`src/rtl/periph_fll_bridge_if.sv`:
```
// Bus bundles for the FLL bridge: peripheral slave port and FLL master port.
// The bridge uses periph_if.slave and fll_if.master; the environment uses the opposite modports.
interface periph_if #(
    parameter int ID_WIDTH = 9
);
    logic                req_i;
    logic [31:0]         add_i;
    logic                wen_i;
    logic [31:0]         wdata_i;
    logic [3:0]          be_i;
    logic [ID_WIDTH-1:0] id_i;
    logic                gnt_o;
    logic                r_valid_o;
    logic                r_opc_o;
    logic [ID_WIDTH-1:0] r_id_o;
    logic [31:0]         r_rdata_o;

    modport master (
        output req_i, add_i, wen_i, wdata_i, be_i, id_i,
        input  gnt_o, r_valid_o, r_opc_o, r_id_o, r_rdata_o
    );
    modport slave (
        input  req_i, add_i, wen_i, wdata_i, be_i, id_i,
        output gnt_o, r_valid_o, r_opc_o, r_id_o, r_rdata_o
    );
endinterface

interface fll_if #(
    parameter int FLL_ADDR_WIDTH = 2,
    parameter int FLL_DATA_WIDTH = 32
);
    logic                      fll_req_o;
    logic                      fll_wrn_o;
    logic [FLL_ADDR_WIDTH-1:0] fll_add_o;
    logic [FLL_DATA_WIDTH-1:0] fll_data_o;
    logic                      fll_ack_i;
    logic [FLL_DATA_WIDTH-1:0] fll_r_data_i;
    logic                      fll_lock_i;
    logic                      lock_o;
    logic                      lock_lost_o;

    modport master (
        output fll_req_o, fll_wrn_o, fll_add_o, fll_data_o, lock_o, lock_lost_o,
        input  fll_ack_i, fll_r_data_i, fll_lock_i
    );
    modport slave (
        input  fll_req_o, fll_wrn_o, fll_add_o, fll_data_o, lock_o, lock_lost_o,
        output fll_ack_i, fll_r_data_i, fll_lock_i
    );
endinterface

```
`src/rtl/periph_fll_bridge.sv`:
```
// Peripheral-bus to FLL register bridge: one outstanding transaction, ack timeout, lock synchroniser.
// Latency: accept N -> fll_req N+1 -> response one cycle after ack; new requests stall (gnt=0) while busy.
module periph_fll_bridge #(
    parameter int ID_WIDTH       = 9,
    parameter int FLL_ADDR_WIDTH = 2,
    parameter int FLL_DATA_WIDTH = 32,
    parameter int TIMEOUT_CYCLES = 255
) (
    input  logic     clk_i,
    input  logic     rst_i,
    periph_if.slave  periph,
    fll_if.master    fll
);
    localparam logic [15:0] TMO_LAST = 16'(TIMEOUT_CYCLES - 1);

    typedef enum logic [1:0] {IDLE, REQ, RESP} state_t;

    state_t                    state, state_nxt;
    logic                      accept, ack_ok, tmo, partial_wr;
    logic [ID_WIDTH-1:0]       id_q;
    logic                      wen_q;
    logic [31:0]               wdata_q;
    logic [FLL_ADDR_WIDTH-1:0] add_q;
    logic                      opc_q;
    logic [31:0]               rdata_q;
    logic [15:0]               cnt_q;
    logic [1:0]                sync_q;
    logic                      lock_prev_q;
    logic                      unused_add;

    assign unused_add = ^{periph.add_i[31:FLL_ADDR_WIDTH+2], periph.add_i[1:0]};
    assign partial_wr = !periph.wen_i && (periph.be_i != 4'hF);

    always_ff @(posedge clk_i) begin
        if (rst_i) state <= IDLE;
        else       state <= state_nxt;
    end

    always_comb begin
        state_nxt = state;
        accept    = 1'b0;
        ack_ok    = 1'b0;
        tmo       = 1'b0;
        case (state)
            IDLE: if (periph.req_i) begin
                accept    = 1'b1;
                state_nxt = partial_wr ? RESP : REQ;
            end
            REQ: begin
                // ack wins over a timeout landing in the same cycle
                if (fll.fll_ack_i) begin
                    ack_ok    = 1'b1;
                    state_nxt = RESP;
                end else if (cnt_q == TMO_LAST) begin
                    tmo       = 1'b1;
                    state_nxt = RESP;
                end
            end
            RESP:    state_nxt = IDLE;
            default: state_nxt = IDLE;
        endcase
    end

    always_ff @(posedge clk_i) begin
        if (rst_i) begin
            id_q        <= '0;
            wen_q       <= 1'b0;
            wdata_q     <= '0;
            add_q       <= '0;
            opc_q       <= 1'b0;
            rdata_q     <= '0;
            cnt_q       <= '0;
            sync_q      <= '0;
            lock_prev_q <= 1'b0;
        end else begin
            sync_q      <= {sync_q[0], fll.fll_lock_i};
            lock_prev_q <= sync_q[1];
            if (accept) begin
                id_q    <= periph.id_i;
                wen_q   <= periph.wen_i;
                wdata_q <= periph.wdata_i;
                add_q   <= periph.add_i[FLL_ADDR_WIDTH+1:2];
                opc_q   <= partial_wr;
                rdata_q <= '0;
                cnt_q   <= '0;
            end
            if (ack_ok) begin
                opc_q <= 1'b0;
                if (wen_q) rdata_q <= 32'(fll.fll_r_data_i);
            end else if (tmo) begin
                opc_q   <= 1'b1;
                rdata_q <= '0;
            end
            if (state == REQ && !fll.fll_ack_i) cnt_q <= cnt_q + 16'd1;
        end
    end

    // Everything is forced low while reset is held, even before the state register clears.
    always_comb begin
        periph.gnt_o     = 1'b0;
        periph.r_valid_o = 1'b0;
        periph.r_opc_o   = 1'b0;
        periph.r_id_o    = '0;
        periph.r_rdata_o = '0;
        fll.fll_req_o    = 1'b0;
        fll.fll_wrn_o    = 1'b0;
        fll.fll_add_o    = '0;
        fll.fll_data_o   = '0;
        fll.lock_o       = 1'b0;
        fll.lock_lost_o  = 1'b0;
        if (!rst_i) begin
            periph.gnt_o    = (state == IDLE) && periph.req_i;
            periph.r_id_o   = id_q;
            fll.lock_o      = sync_q[1];
            fll.lock_lost_o = lock_prev_q && !sync_q[1];
            if (state == REQ) begin
                fll.fll_req_o  = 1'b1;
                fll.fll_wrn_o  = wen_q;
                fll.fll_add_o  = add_q;
                fll.fll_data_o = FLL_DATA_WIDTH'(wdata_q);
            end
            if (state == RESP) begin
                periph.r_valid_o = 1'b1;
                periph.r_opc_o   = opc_q;
                periph.r_rdata_o = rdata_q;
            end
        end
    end
endmodule

```
`src/flat_wrapper.sv`:
```
// flat-port wrapper written by rule: the top's interface ports become plain ports
module periph_fll_bridge_flat 
#(
    parameter int ID_WIDTH       = 9,
    parameter int FLL_ADDR_WIDTH = 2,
    parameter int FLL_DATA_WIDTH = 32,
    parameter int TIMEOUT_CYCLES = 255
)
  (clk_i, rst_i, periph_req_i, periph_add_i, periph_wen_i, periph_wdata_i, periph_be_i, periph_id_i, periph_gnt_o, periph_r_valid_o, periph_r_opc_o, periph_r_id_o, periph_r_rdata_o, fll_fll_req_o, fll_fll_wrn_o, fll_fll_add_o, fll_fll_data_o, fll_lock_o, fll_lock_lost_o, fll_fll_ack_i, fll_fll_r_data_i, fll_fll_lock_i);
  periph_if #(.ID_WIDTH(ID_WIDTH)) periph_i ();
  fll_if #(.FLL_ADDR_WIDTH(FLL_ADDR_WIDTH), .FLL_DATA_WIDTH(FLL_DATA_WIDTH)) fll_i ();
  input  logic clk_i;
  input  logic rst_i;
  input wire logic [$bits(periph_i.req_i)-1:0] periph_req_i;
  input wire logic [$bits(periph_i.add_i)-1:0] periph_add_i;
  input wire logic [$bits(periph_i.wen_i)-1:0] periph_wen_i;
  input wire logic [$bits(periph_i.wdata_i)-1:0] periph_wdata_i;
  input wire logic [$bits(periph_i.be_i)-1:0] periph_be_i;
  input wire logic [$bits(periph_i.id_i)-1:0] periph_id_i;
  output wire logic [$bits(periph_i.gnt_o)-1:0] periph_gnt_o;
  output wire logic [$bits(periph_i.r_valid_o)-1:0] periph_r_valid_o;
  output wire logic [$bits(periph_i.r_opc_o)-1:0] periph_r_opc_o;
  output wire logic [$bits(periph_i.r_id_o)-1:0] periph_r_id_o;
  output wire logic [$bits(periph_i.r_rdata_o)-1:0] periph_r_rdata_o;
  output wire logic [$bits(fll_i.fll_req_o)-1:0] fll_fll_req_o;
  output wire logic [$bits(fll_i.fll_wrn_o)-1:0] fll_fll_wrn_o;
  output wire logic [$bits(fll_i.fll_add_o)-1:0] fll_fll_add_o;
  output wire logic [$bits(fll_i.fll_data_o)-1:0] fll_fll_data_o;
  output wire logic [$bits(fll_i.lock_o)-1:0] fll_lock_o;
  output wire logic [$bits(fll_i.lock_lost_o)-1:0] fll_lock_lost_o;
  input wire logic [$bits(fll_i.fll_ack_i)-1:0] fll_fll_ack_i;
  input wire logic [$bits(fll_i.fll_r_data_i)-1:0] fll_fll_r_data_i;
  input wire logic [$bits(fll_i.fll_lock_i)-1:0] fll_fll_lock_i;
  assign periph_i.req_i = periph_req_i;
  assign periph_i.add_i = periph_add_i;
  assign periph_i.wen_i = periph_wen_i;
  assign periph_i.wdata_i = periph_wdata_i;
  assign periph_i.be_i = periph_be_i;
  assign periph_i.id_i = periph_id_i;
  assign periph_gnt_o = periph_i.gnt_o;
  assign periph_r_valid_o = periph_i.r_valid_o;
  assign periph_r_opc_o = periph_i.r_opc_o;
  assign periph_r_id_o = periph_i.r_id_o;
  assign periph_r_rdata_o = periph_i.r_rdata_o;
  assign fll_fll_req_o = fll_i.fll_req_o;
  assign fll_fll_wrn_o = fll_i.fll_wrn_o;
  assign fll_fll_add_o = fll_i.fll_add_o;
  assign fll_fll_data_o = fll_i.fll_data_o;
  assign fll_lock_o = fll_i.lock_o;
  assign fll_lock_lost_o = fll_i.lock_lost_o;
  assign fll_i.fll_ack_i = fll_fll_ack_i;
  assign fll_i.fll_r_data_i = fll_fll_r_data_i;
  assign fll_i.fll_lock_i = fll_fll_lock_i;
  periph_fll_bridge #(.ID_WIDTH(ID_WIDTH), .FLL_ADDR_WIDTH(FLL_ADDR_WIDTH), .FLL_DATA_WIDTH(FLL_DATA_WIDTH), .TIMEOUT_CYCLES(TIMEOUT_CYCLES)) u_core (.clk_i(clk_i), .rst_i(rst_i), .periph(periph_i), .fll(fll_i));
endmodule
```
`config.mk`:
```
export PLATFORM = sky130hd
export DESIGN_NAME = periph_fll_bridge_flat
export DESIGN_NICKNAME = d
export VERILOG_FILES = /design/src/rtl/periph_fll_bridge_if.sv /design/src/rtl/periph_fll_bridge.sv /design/src/flat_wrapper.sv
export SDC_FILE = /design/constraint.sdc
export NUM_CORES = 1
export LEC_CHECK = 0
export ABC_AREA = 1
export CAP_MARGIN = 20
export CORE_MARGIN = 2
export CORE_UTILIZATION = 25
export CTS_CLUSTER_DIAMETER = 150
export DETAILED_ROUTE_END_ITERATION = 8
export GPL_ROUTABILITY_DRIVEN = 1
export GPL_TIMING_DRIVEN = 0
export HOLD_SLACK_MARGIN = 0.08
export PLACE_DENSITY_LB_ADDON = 0.1
export SYNTH_ARGS = -nofsm -noshare
export SYNTH_HDL_FRONTEND = slang
export SYNTH_SLANG_ARGS = --single-unit
export TNS_END_PERCENT = 30
```
`constraint.sdc`:
```
create_clock -name clk_i -period 3.11 [get_ports clk_i]
set_input_delay 0.311 -clock clk_i [delete_from_list [all_inputs] [get_ports clk_i]]
set_output_delay 0.311 -clock clk_i [all_outputs]
set_load 0.05 [all_outputs]
```
After elaboration in Yosys (flattened, before gate mapping)
Index checks and enable logic that the tools add are counted.

word-level totals
  register bits = 98
  input port bits = 115
  output and inout port bits = 82
  word-level logic and storage cells = 67

cells by class
  $add $sub $neg = 1
  equality and inequality tests = 6
  muxes and demuxes = 38
  reduce and logical (&&, ||, !) cells = 12

operators by type and width
  cell                                                                     number
  32-bit 2-to-1 mux                                                        8
  16-bit 2-to-1 mux                                                        2
  1-bit 2-to-1 mux                                                         20
  16-bit by 1-bit adder with 16-bit output (second input constant)         1
  16-bit by 8-bit equality test with 1-bit output (second input constant)  1
  2-bit 2-to-1 mux                                                         6
  9-bit 2-to-1 mux                                                         1
  1-bit logical AND                                                        4
  4-bit != test (second input constant)                                    1
  2-bit case mux with 2 select lines                                       1
  2-bit nonzero test                                                       2
  1-bit zero test                                                          3
  3-bit by 2-bit != test with 1-bit output (second input constant)         1
  2-bit by 1-bit equality test with 1-bit output (second input constant)   1
  2-bit equality test (second input constant)                              1
  2-bit zero test                                                          1
  2-bit != test (second input constant)                                    1
  2-bit AND reduction                                                      1
  2-bit OR reduction                                                       1

Logic depth before layout (Yosys ltp)
  depth in word-level cells = 6
  depth in mapped cells = 8
  mapped depth without buffers = 8

Least setup slack after synthesis
Ideal clock, no wire load.

  kind = input port to output port
  start point = input rst_i
  end point = output periph_r_rdata_o[22]
  arrival = 1.553 ns
  required time = 2.799 ns
  slack = 1.246 ns
  stages = 5
  path buffers = 2
  cells stage by stage = buf_2 -> clkinv_1 -> nand2_1 -> buf_2 -> nor2_1

on the way
  cells in the longest elaborated chain, start to end = 1

RTL lines
  what               RTL line                  source
  start, declared    flat_wrapper.sv:13        input logic rst_i;
  32-bit 2-to-1 mux  periph_fll_bridge.sv:111  if (!rst_i) begin
  end, declared      flat_wrapper.sv:24        output wire logic [$bits(periph_i.r_rdata_o)-1:0] periph_r_rdata_o;

Every way passes these cells.

Final worst setup path
  start point = input periph_req_i
  end point = output periph_gnt_o

on the way
  cells in the longest elaborated chain, start to end = 2

RTL lines
  what               RTL line                  source
  start, declared    flat_wrapper.sv:14        input wire logic [$bits(periph_i.req_i)-1:0] periph_req_i;
  1-bit logical AND  periph_fll_bridge.sv:112  periph.gnt_o = (state == IDLE) && periph.req_i;
  1-bit 2-to-1 mux   periph_fll_bridge.sv:111
  end, declared      flat_wrapper.sv:20        output wire logic [$bits(periph_i.gnt_o)-1:0] periph_gnt_o;

Every way passes these cells.

==> results.cfg <==
[floorplanning]
rows = 49
die_area_sq_um = 19700
dieHeight_um = 140
ios = 197
die_w_um = 140
initial_core_util_pct = 25.7
core_area_sq_um = 18100

[yosys]
yosysTopAreaCell = dfxtp_1
synthCells = 689
yosys_warnings = 0
synth_area_leaders = dfxtp_1 (42%), nor2_1 (17%), nand2_1 (7.4%)
netlist.area_leader.share_pct = 42.3
avgSynthCellArea_sq_um = 6.74
synth-seq-area-share_pct = 42.3
syn_nets = 806
ys_seq_elements = 98
netlist_area_sq_um = 4640
synth_cell_types = 29

[routing]
viasPerCell = 4.29
drt-total-wl_um = 14900
final_antenna_net_count = 0
drt_iter0_markers = 182
vias = 4711
drc = 0
firstDrtPassIters = 4
wl_per_cell_um = 13.6

[global_route]
grtUsageTotal_pct = 15.4
grt_max_degree = 16
grt_pass1_vias = 4573
antenna_found_initial = 0
grt_first_pass_wirelength_um = 24200
grt_overflow = 0

[sta]
setup_viol = 0
fin_crit_ns = 2.63
hold_viol = 0
fin_crit_sh_pct = 84.6
fmax_ghz = 0.380
hold_slack_ns = 0.404
tightest_slew_ns = 0.582
slew_headroom_pct = 61.1
fin_setup_tns_ns = 0
slew_violations = 0
skew_ns = 0.00960
rsz0062_at_grt = no

[run_status]
status = finished, final reports clean

[clocking]
root_buffer = clkbuf_16
clock_latency_ns = 0.35
clock-sinks = 98
tritoncts = built
numCtsBuffers = 9
clk_pin_slew_ns = 0.07
hold_buffers = 0
post-cts-setup-buffers = 0
clockBufferDepth = 2
cts_resized = 0
htree_levels = 3

[setup_path]
crit_type = in2out
required_ns = 2.80
rr_worst_depth = 7
worst-path-max-fanout = 10
end_kind = output pin
worstPathArrival_ns = 2.32
start_kind = input pin

[power]
p_leak_nw = 2.60
peakVddDrop_mv = 0.263
power_density_nw_per_um2 = 420

[finish]
nets = 982
synthToLayoutAreaGrowth_pct = 47.5
drive_above_1_share_pct = 9.43
antennaDiodeCount = 0
final_cells = 1099

[hold_path]
hold_depth = 2
hp-class = reg2reg

[place]
post-dp-hpwl_um = 10900
dp.cells = 1083
place_congestion = 0.790
portBuffers = 165

[run]
max-cap-violations = 0
[report_power, final]
| part | leakage [nW] | switching (mW) | internal (mW) |
|---|---|---|---|
| clock | 0.123 | 0.490 | 0.544 |
| sequential | 0.801 | 0.0302 | 1.32 |
| combinational | 1.68 | 0.286 | 0.204 |
| total | 2.60 | 0.807 | 2.07 |
[stage by stage]
stage	util (%)	setup WS, ns	power [mW]	cell area, sq um
2_1_floorplan	-	1.25	1.66	4640
3_3_place_gp	36.4	0.394	1.88	6580
3_5_place_dp	36.4	0.440	1.88	6580
4_1_cts	37.8	0.424	2.93	6850
5_1_grt	37.8	0.339	3.04	6850
6_report	37.8	0.478	2.88	6850
[area by class of cell]
type	count	area, sq um
clock buffer	12	236
sequential	98	1960
tap	229	287
multi-input combinational	471	2150
clock inverter	4	28.8
buffer	40	226
inverter	80	303
timing repair buffer	165	1650
fill	1960	11200
[flip-flops by register name (all words and copies together) (netlist names)]
| register | flops |
|---|---|
| u_core.opc_q | 1 |
| u_core.state | 2 |
| u_core.rdata_q | 32 |
| u_core.wdata_q | 32 |
| u_core.wen_q | 1 |
| u_core.sync_q | 2 |
| u_core.id_q | 9 |
| u_core.cnt_q | 16 |
| u_core.lock_prev_q | 1 |
| u_core.add_q | 2 |
[synthesized netlist by cell type]
library cell / instances
a21boi_0: 1
a21oi_1: 15
buf_1: 3
buf_2: 19
buf_4: 2
buf_6: 6
clkbuf_1: 10
clkinv_1: 1
dfxtp_1: 98
ha_1: 2
inv_1: 75
inv_2: 3
inv_4: 1
nand2_1: 92
nand2_2: 2
nand2_4: 1
nand3_1: 15
nand3_4: 1
nand4_1: 4
nor2_1: 214
nor2_2: 4
nor2_4: 1
nor3_1: 1
nor3b_1: 1
o21ai_0: 43
o21ai_1: 35
o21ai_2: 28
o22ai_1: 10
or2_2: 1
[layout by cell type (no fill, tap or decap), drive strengths merged]
cell             n
or2              1
ha               2
clkinv           3
a21oi           15
dfxtp           98
nand2           95
clkdlybuf4s50  165
buf             30
inv             79
nor2           219
nand3           16
o21ai          106
nor3             1
clkinvlp         2
o22ai           10
nand4            4
nor3b            1
clkbuf          22
a21boi           1
[layer usage]
metal  vias to the layer above  track usage [%]  wire length, um
li1                       2493                -                -
met1                      2109             20.9             7230
met2                        97             24.7             6820
met3                        12             3.28              703
met4                         0             4.47              175
met5                         -                0                0
[cell families (layout without fill, tap and decap cells)]
logic type               after synthesis  count (layout)  share of synthesized area, %
buffers and inverters                120             301                          11.4
AO/OA/AOI/OAI                        132             132                          16.8
adder cells (fa/ha/maj)                2               2                         0.539
AND/OR/NAND/NOR                      337             337                          29.0
flip-flops                            98              98                          42.3
[worst paths after layout]
| kind | start | endpoint | slack, ns |
|---|---|---|---|
| worst min register to register | u_core.sync_q[0] | u_core.sync_q[1] | 0.40 |
| worst max register to register | u_core.state[0] | u_core.rdata_q[22] | 1.58 |
| worst max-delay path | periph_req_i | periph_gnt_o | 0.48 |
| worst min-delay path | u_core.sync_q[0] | u_core.sync_q[1] | 0.40 |
[critical path, cell delays in order]
cell and delay [ns]:
clkdlybuf4s50_1 0.58, nand2_4 0.15, nor2_2 0.38, clkdlybuf4s50_1 0.89
Note: power is estimated with default switching activity, not from simulation.
